[src/rtl/priority_intc_seq.sv]
// Sequential priority interrupt controller: pending capture (level or edge), per-channel
// enable mask, fixed-priority arbitration and a registered valid/ready presentation.
module priority_intc_seq #(
  parameter int NUM_GRP    = 3,
  parameter int CH_PER_GRP = 9,
  parameter int EDGE_MODE  = 0,
  localparam int N  = NUM_GRP * CH_PER_GRP,
  localparam int CW = (CH_PER_GRP > 2) ? $clog2(CH_PER_GRP) : 1
) (
  input  logic               clk,
  input  logic               rst,
  input  logic [N-1:0]       req_i,
  input  logic [N-1:0]       en_i,
  output logic               irq_valid_o,
  input  logic               irq_ready_i,
  output logic [NUM_GRP-1:0] irq_grp_o,
  output logic [CW-1:0]      irq_chan_o,
  output logic               irq_any_o,
  output logic [N-1:0]       pending_o,
  output logic               state_o
);

  typedef enum logic {IDLE = 1'b0, PRESENT = 1'b1} state_t;

  state_t               state;
  logic [N-1:0]         pending;
  logic [N-1:0]         hist;
  logic [N-1:0]         sel;
  logic [N-1:0]         set_vec;
  logic [N-1:0]         clr_vec;
  logic [N-1:0]         elig;
  logic [N-1:0]         win_vec;
  logic                 win_found;
  logic [NUM_GRP-1:0]   win_grp;
  logic [CW-1:0]        win_chan;

  assign set_vec = (EDGE_MODE != 0) ? (req_i & ~hist) : req_i;
  assign elig    = pending & en_i;
  // Only the bit actually being presented is cleared; a simultaneous set keeps it pending.
  assign clr_vec = (state == PRESENT && irq_ready_i) ? sel : '0;

  // Flat index order g*CH_PER_GRP+c is exactly priority order, so the first hit wins.
  always_comb begin
    win_found = 1'b0;
    win_vec   = '0;
    win_grp   = '0;
    win_chan  = '0;
    for (int g = 0; g < NUM_GRP; g++) begin
      for (int c = 0; c < CH_PER_GRP; c++) begin
        if (!win_found && elig[g*CH_PER_GRP + c]) begin
          win_found                  = 1'b1;
          win_vec[g*CH_PER_GRP + c]  = 1'b1;
          win_grp[g]                 = 1'b1;
          win_chan                   = CW'(c);
        end
      end
    end
  end

  // Handshake: irq_valid_o rises from IDLE and then holds grp/chan stable until a cycle
  // with irq_ready_i=1; that cycle is the transfer, after which valid drops for at least
  // one cycle. irq_ready_i has no effect while valid is low.
  always_ff @(posedge clk) begin
    if (rst) begin
      state       <= IDLE;
      pending     <= '0;
      hist        <= req_i;
      sel         <= '0;
      irq_valid_o <= 1'b0;
      irq_grp_o   <= '0;
      irq_chan_o  <= '0;
    end else begin
      hist    <= req_i;
      pending <= (pending & ~clr_vec) | set_vec;
      case (state)
        IDLE: begin
          if (win_found) begin
            state       <= PRESENT;
            sel         <= win_vec;
            irq_valid_o <= 1'b1;
            irq_grp_o   <= win_grp;
            irq_chan_o  <= win_chan;
          end
        end
        PRESENT: begin
          if (irq_ready_i) begin
            state       <= IDLE;
            sel         <= '0;
            irq_valid_o <= 1'b0;
            irq_grp_o   <= '0;
            irq_chan_o  <= '0;
          end
        end
      endcase
    end
  end

  assign irq_any_o = |elig;
  assign pending_o = pending;
  assign state_o   = (state == PRESENT);

endmodule

[config.mk]
export PLATFORM = sky130hd
export DESIGN_NAME = priority_intc_seq
export DESIGN_NICKNAME = d
export VERILOG_FILES = /design/src/rtl/priority_intc_seq.sv
export SDC_FILE = /design/constraint.sdc
export NUM_CORES = 1
export LEC_CHECK = 0
export CORE_MARGIN = 2
export CORE_UTILIZATION = 45
export DETAILED_ROUTE_END_ITERATION = 10
export GPL_TIMING_DRIVEN = 0
export PLACE_DENSITY = 0.82
export SYNTH_ARGS = -nofsm -noshare
export SYNTH_HDL_FRONTEND = slang
export SYNTH_SLANG_ARGS = --single-unit
[constraint.sdc]
create_clock -name clk -period 2.75 [get_ports clk]
set_clock_uncertainty 0.1 [all_clocks]
set_input_delay 0.4125 -clock clk [delete_from_list [all_inputs] [get_ports clk]]
set_output_delay 0.4125 -clock clk [all_outputs]
set_load 0.02 [all_outputs]
Yosys cells after proc, flatten, opt, wreduce, memory -nomap -nowiden. Cells that the tools add are included.

Bits of input ports: 57. Logic and storage cells: 179. Bits in registers: 63. Output and inout port bits: 37.

Muxes and demuxes: 111. Equal/unequal tests: 2. Bitwise operators: 5. Reduce and logical (&&, ||, !) cells: 55.

Operator list (number): 4-bit two-way mux (27); 27-bit two-way mux (3); 1-bit two-way mux (74); 27-bit AND (2); 27-bit one-hot mux with 2 select lines (1); 1-bit logical AND (27); 27-bit NOT (1); 27-bit bitwise OR (1); 27-bit OR reduction (1); 1-bit zero test (26); 4-bit one-hot mux with 2 select lines (1); 3-bit two-way mux (2); 3-bit one-hot mux with 2 select lines (1); 2-bit != test, second input constant (2); 1-bit one-hot mux with 2 select lines (2); 2-bit AND reduction (1); 1-bit NOT (1).

Depth between registers and ports, before layout.
Depth after elaboration: 82. Mapped depth: 8. Gate-level depth less buffers: 6.

Least setup slack after synthesis. OpenSTA, ideal clock, no wires.

Path type: register -> register. Start point: register pending[0] (netlist: pending_o[0]). End point: register irq_grp_o[1]. Data arrival time: 2.166 ns. Clock period less this slack: 2.382 ns. Setup time: 0.116 ns. Slack: 0.368 ns. Path buffers: 1. Required time: 2.534 ns. Stages on the path, launching flop included: 7. Path through: dfxtp_1 > a222oi_1 > and4_4 > and4_2 > a21oi_2 > buf_2 > a31o_2.

Longest elaborated chain between the ends: 82. Elaborated cells between the ends (all ways): 93. Those cells by class: 1 x eq/ne; 38 x mux; 1 x bitwise; 53 x reduce/logical.

Ends and longest elaborated chain: from (decl) (line 26) `logic [N-1:0] pending;`; from (signal assigned) (line 74) `pending <= (pending & ~clr_vec) | set_vec;`; 27-bit AND (*) (line 38) `assign elig = pending & en_i;`; 1-bit two-way mux (*) (line 50) `if (!win_found && elig[g*CH_PER_GRP + c]) begin`; 1-bit zero test (line 50); 1-bit logical AND (line 50); 1-bit two-way mux (*) (line 50); 1-bit zero test (line 50); 1-bit logical AND (line 50); 1-bit two-way mux (*) (line 50); [66 not listed]; 1-bit zero test (line 50); 1-bit logical AND (line 50); 1-bit two-way mux (line 50); 1-bit zero test (line 50); 1-bit logical AND (line 50); 1-bit two-way mux (line 50); 2-bit != test (no line); 2-bit AND reduction (no line); to (signal assigned) (line 81) `irq_grp_o <= win_grp;`; to (decl) (line 16) `output logic [NUM_GRP-1:0] irq_grp_o,`.

Mark *: on every way between the ends. The rest lies on a longest branch, timed or not. The select of a mux whose other input is x is not followed. A chain may end at the register's enable or synchronous reset.

Worst setup path after layout.
Start point: input port en_i[9]. End point: register sel[16].

Longest elaborated chain between the ends: 56. Elaborated cells between the ends (all ways): 59. Those cells by class: 1 x eq/ne; 21 x mux; 1 x bitwise; 36 x reduce/logical.

Ends and longest elaborated chain: from (decl) (line 13) `input logic [N-1:0] en_i,`; 27-bit AND (*) (line 38); 1-bit logical AND (*) (line 50); 1-bit two-way mux (*) (line 50); 1-bit zero test (line 50); 1-bit logical AND (line 50); 1-bit two-way mux (*) (line 50); 1-bit zero test (line 50); 1-bit logical AND (line 50); [40 not listed]; 1-bit zero test (line 50); 1-bit logical AND (line 50); 1-bit two-way mux (line 50); 1-bit zero test (line 50); 1-bit logical AND (line 50); 1-bit two-way mux (line 50); 2-bit != test (no line); 2-bit AND reduction (no line); to (signal assigned) (line 79) `sel <= win_vec;`; to (decl) (line 28) `logic [N-1:0] sel;`.

Marks and branches as above.

==> impl_metrics.json <==
{
  "outcome": "finished clean",
  "grt_pass1_wl_um": 14200,
  "initial_core_util_pct": 47.1,
  "power-per-cell-area_nw_per_um2": 570,
  "synth_area_sq_um": 2800,
  "fin_crit_sh_pct": 98.0,
  "final_layout_size_suffix_gt1_share_pct": 14.2,
  "core_sq_um": 5960,
  "r2r-end": "sel[16]$_SDFFE_PP0P_",
  "dp_hpwl_um": 6310,
  "critical-path-slowest-cell": "a222oi_1",
  "antennaDiodeCount": 0,
  "synthToLayoutAreaGrowth_pct": 51.2,
  "holdPathStages": 3,
  "leakage_uw": 0.00158,
  "dr.pass1.iters": 5,
  "ant_nets": 0,
  "cp.arrival_ns": 2.88,
  "setup_tns_ns": 0,
  "post-route-drc-count": 0,
  "grt_usage_pct": 25.4,
  "ys_seq_area_share_pct": 45.0,
  "min_to": "sel[11]$_SDFFE_PP0P_",
  "finalNetCount": 524,
  "synth_seq_cells": 63,
  "cp_top_family": "buffers and inverters",
  "drt_iter0_drc": 227,
  "antenna_found_initial": 0,
  "pin_count": 94,
  "fmax_mhz": 371,
  "worst_slack_ns": 0.0552,
  "path_buf_inv": 12,
  "grt_overflow": 0,
  "grt_pass1_vias": 2917,
  "setup_viol_count_final": 0,
  "cts_tree": "yes",
  "yosysTopAreaCellShare_pct": 45.0,
  "cpPeakStageDelay_ns": 0.45,
  "grt_busiest_layer": "met2",
  "routed_wl_um": 9050,
  "timing_hold_violations_final": 0,
  "cts_buffer_depth": 2,
  "synth_edf_count": 0,
  "fp-row-count": 28,
  "grtUsageMet3_pct": 5.17,
  "slew_headroom_pct": 39.6,
  "chipWidth_um": 82.9,
  "r2r-start": "pending_o[9]$_SDFF_PP0_",
  "worstPathRequired_ns": 2.94,
  "rrSetupSlack_ns": 0.07,
  "worstPathMaxFanout": 5,
  "grt_max_degree": 11,
  "yosys_warnings": 0,
  "maxSlewViolCount": 0,
  "path_cells": "dlygate4sd2_1 > a222oi_1 > buf_4 > buf_4 > buf_4 > buf_4 > buf_4 > buf_4 > buf_4 > buf_4 > buf_4 > nand3_2 > nor3_4 > buf_4 > buf_4 > a32o_1",
  "cpMostUsedCell": "buf_4",
  "die_h_um": 82.9,
  "avgSynthCellArea_sq_um": 8.12,
  "path_class": "input pin to flop",
  "worst_setup_path_end_kind": "flop",
  "synth_flop_cell": "dfxtp_1",
  "final_util_pct": 71.2,
  "use_met2_pct": 40.5,
  "cts.clk_slew.worst_paths_ns": 0.07,
  "use_met1_pct": 33.0,
  "via_per_inst": 5.76,
  "hold_slack_ns": 0.321,
  "syn_nets": 402,
  "yosysTopAreaCell": "dfxtp_1",
  "synthCells": 345,
  "max_slew.worst_pin.slew_ns": 0.907,
  "place.port_buffers": 92,
  "ir_worst_vdd_mv": 0.447,
  "routedWlPerCell_um": 16.5,
  "die_area_sq_um": 6880,
  "synthDistinctLibCells": 46,
  "routabilityCongestion": 0.883,
  "worstHoldPathType": "input pin to flop",
  "min_period_ns": 2.69,
  "maxCapViolCount": 0,
  "hp-start": "en_i[11]",
  "reg2reg_depth": 15,
  "ys_top_cells_by_area": "dfxtp_1, a21oi_1, nand2_1",
  "cts_buffers": 9,
  "h-tree-depth": 3,
  "insertion_delay_ns": 0.34,
  "start_kind": "input pin",
  "dp_slack_ns": -0.798,
  "synthArstFlopShare_pct": 0,
  "num_vias": 3151,
  "cts_sinks": 63,
  "fill_cells": 497,
  "root_buffer": "clkbuf_8"
}
area by class of cell:
class                           count  area, sq um  share of cell area, %
Multi-Input combinational cell    264         1490                   35.1
Sequential cell                    63         1260                   29.8
Timing Repair Buffer              111         1060                   25.1
Clock buffer                       13          159                   3.75
Buffer                             15         93.8                   2.21
Tap cell                           75         93.8                   2.21
Clock inverter                      3         65.1                   1.54
Inverter                            3         11.3                  0.266
report_power, final:
group | total, uW | switching, uW | internal (uW)
Sequential | 1000 | 44.0 | 957
Combinational | 506 | 261 | 246
Clock | 910 | 351 | 559
Total | 2420 | 655 | 1760
cells in the final DEF (no fill, tap or decap), drive strengths merged:
| master | instances |
|---|---|
| nand2 | 61 |
| bufinv | 2 |
| a21boi | 1 |
| nor3 | 8 |
| nand3 | 30 |
| clkinv | 1 |
| dlymetal6s2s | 2 |
| nor4 | 1 |
| a311oi | 1 |
| a22oi | 11 |
| o32ai | 1 |
| dfxtp | 63 |
| dlygate4sd2 | 1 |
| o21ai | 11 |
| o22ai | 1 |
| buf | 28 |
| o31a | 1 |
| nand4 | 12 |
| a2bb2oi | 1 |
| clkdlybuf4s50 | 88 |
| a22o | 3 |
| or4 | 3 |
| a21oi | 50 |
| nor4b | 1 |
| clkbuf | 20 |
| a32o | 4 |
| nor2 | 36 |
| or3 | 3 |
| a31oi | 2 |
| and4 | 4 |
| o21a | 2 |
| inv | 3 |
| o31ai | 1 |
| a222oi | 3 |
| a31o | 1 |
| a32oi | 2 |
| and3 | 3 |
| and2 | 4 |
| o2bb2ai | 2 |
stage by stage:
step           cell area (sq um)  instances  power, uW
2_1_floorplan               2800        345       1240
3_3_place_gp                3820        512       1460
3_5_place_dp                3820        512       1470
4_1_cts                     4170        543       2410
5_1_grt                     4240        547       2510
6_report                    4240        547       2420
repair_timing:
item                                    4_1_cts  5_1_grt
endpoints found under the setup margin       34       16
pin swaps                                     4        3
setup buffers                                15        5
hold buffers                                  0        0
resized for setup                            10       13
worst max-delay path by stage:
stage	from	to	slack (ns)	depth (start not counted)
after floorplan	pending_o[0]$_SDFF_PP0_	irq_grp_o[1]$_SDFFE_PP0P_	0.37	6
after global placement	en_i[9]	irq_any_o	-0.80	6
after detailed placement	en_i[9]	irq_any_o	-0.80	6
after CTS	en_i[10]	sel[14]$_SDFFE_PP0P_	0.004	15
after global routing	en_i[9]	sel[16]$_SDFFE_PP0P_	-0.02	16
final	en_i[9]	sel[16]$_SDFFE_PP0P_	0.06	16
sequential cells by signal, summed over array words and instances, names as in the netlist:
name and flops:
irq_grp_o 3, pending_o 27, sel 27, irq_chan_o 4, irq_valid_o 1, state_o 1
kinds of logic after synthesis:
kind of cell / synth area share [%]
buf+inv: 3.75
simple gates: 28.7
flops: 45.0
compound gates: 22.5
worst min-delay path, cell delays in order:
cell and delay [ns]:
dlymetal6s2s_1 0.15, nand4_1 0.08, o21ai_0 0.07
synthesized netlist by cell type (2+ instances only):
master / number
a21oi_1: 48
a21oi_2: 2
a222oi_1: 3
a22o_1: 3
a22oi_1: 11
a31oi_1: 2
a32o_1: 4
a32oi_1: 2
and2_1: 4
and3_1: 3
and4_2: 3
buf_1: 2
buf_2: 2
buf_6: 2
clkbuf_1: 7
dfxtp_1: 63
inv_1: 3
nand2_1: 60
nand3_1: 29
nand4_1: 11
nor2_1: 36
nor3_1: 7
o21a_1: 2
o21ai_0: 10
o2bb2ai_1: 2
or3_2: 2
or4_1: 3
metal layers:
layer | up-vias | wire length [um]
met5 | - | 0
met4 | 0 | 180
met3 | 22 | 499
met2 | 124 | 4430
met1 | 1487 | 3950
li1 | 1518 | -
No activity file was read; power rests on OpenSTA's default activity.
==> patch (same settings) <==
Register the output `irq_valid_o` once more, without a reset; this adds one clock of latency there. The other outputs are not delayed to match. Comments in the files are not updated.
--- a/src/rtl/priority_intc_seq.sv
+++ b/src/rtl/priority_intc_seq.sv
@@ -22,4 +22,6 @@
 
   typedef enum logic {IDLE = 1'b0, PRESENT = 1'b1} state_t;
+
+  logic irq_valid_s0;
 
   state_t               state;
@@ -67,5 +69,5 @@
       hist        <= req_i;
       sel         <= '0;
-      irq_valid_o <= 1'b0;
+      irq_valid_s0 <= 1'b0;
       irq_grp_o   <= '0;
       irq_chan_o  <= '0;
@@ -78,5 +80,5 @@
             state       <= PRESENT;
             sel         <= win_vec;
-            irq_valid_o <= 1'b1;
+            irq_valid_s0 <= 1'b1;
             irq_grp_o   <= win_grp;
             irq_chan_o  <= win_chan;
@@ -87,5 +89,5 @@
             state       <= IDLE;
             sel         <= '0;
-            irq_valid_o <= 1'b0;
+            irq_valid_s0 <= 1'b0;
             irq_grp_o   <= '0;
             irq_chan_o  <= '0;
@@ -100,4 +102,8 @@
   assign state_o   = (state == PRESENT);
 
+  always_ff @(posedge clk) begin
+    irq_valid_o <= irq_valid_s0;
+  end
+
 endmodule
 
Check against the original RTL: not equivalent (Yosys sat finds a counterexample within 4 cycles, from zero or initial values and one cycle with rst high).
==> patch against the original RTL <==
- worst setup slack lost 0.0052 ns
- sequential cell count grew 1
- die area is the same
- first-iteration DRC count grew 18%
- via count grew 3.0%
- global-route usage grew 0.88 points
- synthesized area is the same
- count of clock-buffer cells in the layout is the same
- cell area shrank 0.89%
- wire length grew 2.4%
- final cell count grew 0.37%
- total power grew 0.23%
- sequential share of layout area grew 0.71 points
==> patch: results (changes against the original RTL) <==
Logic synthesis
  • Top cells by count, synth: 78 x nand2_1, 64 x dfxtp_1, 39 x nor2_1
  • Mapped Nets: 408 (+1.5%)
  • Asr flop ratio synth: 0 (unchanged)
  • Netlist cell types: 40 (-13%)
  • Top post-synthesis cells by area: dfxtp_1 46%, nand2_1 10%, a21oi_1 5.9%
  • Post-synthesis sequential area ratio: 0.457 (+0.00714)

Critical path
  • Critical Path Start: en_i[2]
  • Worst path arrival time: 2.81 ns (-0.07 ns)
  • Crit-path max FO: 7 (+2)
  • Reg2Reg Launch Point: pending_o[0]
  • Slowest CP cell: clkdlybuf4s50_1

Drt
  • Met1 WL: 3760 um (-4.6%)
  • Met2 Wirelength: 4470 um (+1.0%)
  • Highest metal layer with signal wires: met4
  • Routed wl met3: 881 um (+77%)
  • Post-Route WL: 9270 um (+2.4%)
  • Detailed Route Iter0 Violations: 268 (+18%)
  • Routed vias: 3,247 (+3.0%)

Power and ir drop
  • Final total power: 0.00242 W (+0.23%)
  • Total sequential power: 0.00102 W
  • Leakage: 1.59 nW (+0.21%)
  • Switching power: 0.000677 W (+3.3%)
  • Combinational power: 0.000496 W (-2%)
  • Peak VDD IR: 0.360 mV (-19%)

Global route
  • Initial antenna violation count: 0 (unchanged)
  • Vias in the first global route: 3,139 (+7.6%)
  • GR Layer Usage met2: 0.452 (+0.0469)
  • Largest net degree at the start of global routing: 11 (unchanged)
  • GR Util met3: 0.0666 (+0.0149)
  • GRT Total Usage: 0.262 (+0.00881)
  • Global-route wire length before repair: 14,700 um (+4.1%)
  • M1 GR Usage: 0.310 (-0.0201)

Clocking
  • Setup Fix Bufs, Post-CTS: 10 (-5)
  • Bufs on Longest Clock Path: 2 (unchanged)
  • PostCTS Resize Cnt: 9 (-1)
  • CTS clk-pin slew, worst paths: 0.07 ns (about the same)
  • Clock root cell: clkbuf_8
  • Total CTS buffers: 9 (unchanged)

Status
  • Status: complete, no violations

Final layout
  • Layout cell share with drive strength beyond 1: 0.0886 (-0.0533)
  • Nets: 526 (+0.38%)
  • Ant diodes: 0 (unchanged)

Place
  • Final Wtd Congestion: 0.923 (+4.6%)
  • Detail Placement HPWL: 6510 um (+3.0%)
  • IO buf count: 93 (+1.1%)

STA
  • Endpoints failing setup: 0 (unchanged)
  • Slew HR: 0.603 (+0.207)

Hold path
  • Hold Startpoint: irq_valid_s0
  • Hold WC Path Type: flop to flop
[patch: cell types whose count changed after synthesis, sizes merged, moves of 4 or more]
cell and delta:
a22oi -5, nor3 -5, o31ai +5, o41ai +8, and4 -4, o21ai +6, a21oi -16, nand4 -5
nand2 +17
[patch: cell type report]
cell class / instances / area, um^2
clock buffers: 13 / 149
inverters: 1 / 3.75
flip-flops and latches: 64 / 1280
well taps: 75 / 93.8
multi-input cells: 271 / 1480
fillers: 490 / 1760
clock inverters: 3 / 65.1
repair buffers: 107 / 1040
plain buffers: 15 / 86.3
[patch: per-stage QoR]
| stage | cells | TNS, ns | cell area, um^2 | setup WS (ns) | util |
|---|---|---|---|---|---|
| after floorplan | 351 | 0 | 2800 | 0.426 | - |
| after global placement | 519 | -14.84 | 3830 | -0.968 | 0.643 |
| after global routing | 549 | -0.130 | 4200 | -0.0250 | 0.705 |
| after detailed placement | 519 | -15.20 | 3830 | -0.950 | 0.643 |
| final | 549 | 0 | 4200 | 0.0500 | 0.705 |
| after CTS | 545 | 0 | 4150 | 0.000495 | 0.696 |
[patch: path summary, 6_finish.rpt]
kind              cells after the start  slack, ns          end
setup reg to reg                     10       0.13       sel[5]
hold reg to reg                       0       0.26  irq_valid_o
setup / recovery                     11       0.05       sel[5]
hold / removal                        0       0.26  irq_valid_o
[patch: cell families (layout without fill, tap and decap cells)]
family / count (synthesis) / in the layout / synth area share
flops: 64 / 64 / 0.457
compound gates: 101 / 101 / 0.248
buf+inv: 16 / 139 / 0.0277
simple gates: 170 / 170 / 0.267
[patch: worst reg2reg max path, cell delays in order, from the launching register on]
cell and delay (ns):
dfxtp_1 0.38, a222oi_1 0.38, buf_4 0.18, nand3_2 0.08, buf_4 0.19, or3_1 0.39, buf_4 0.19, o21ai_4 0.26
buf_4 0.17, buf_4 0.11, o41ai_1 0.07
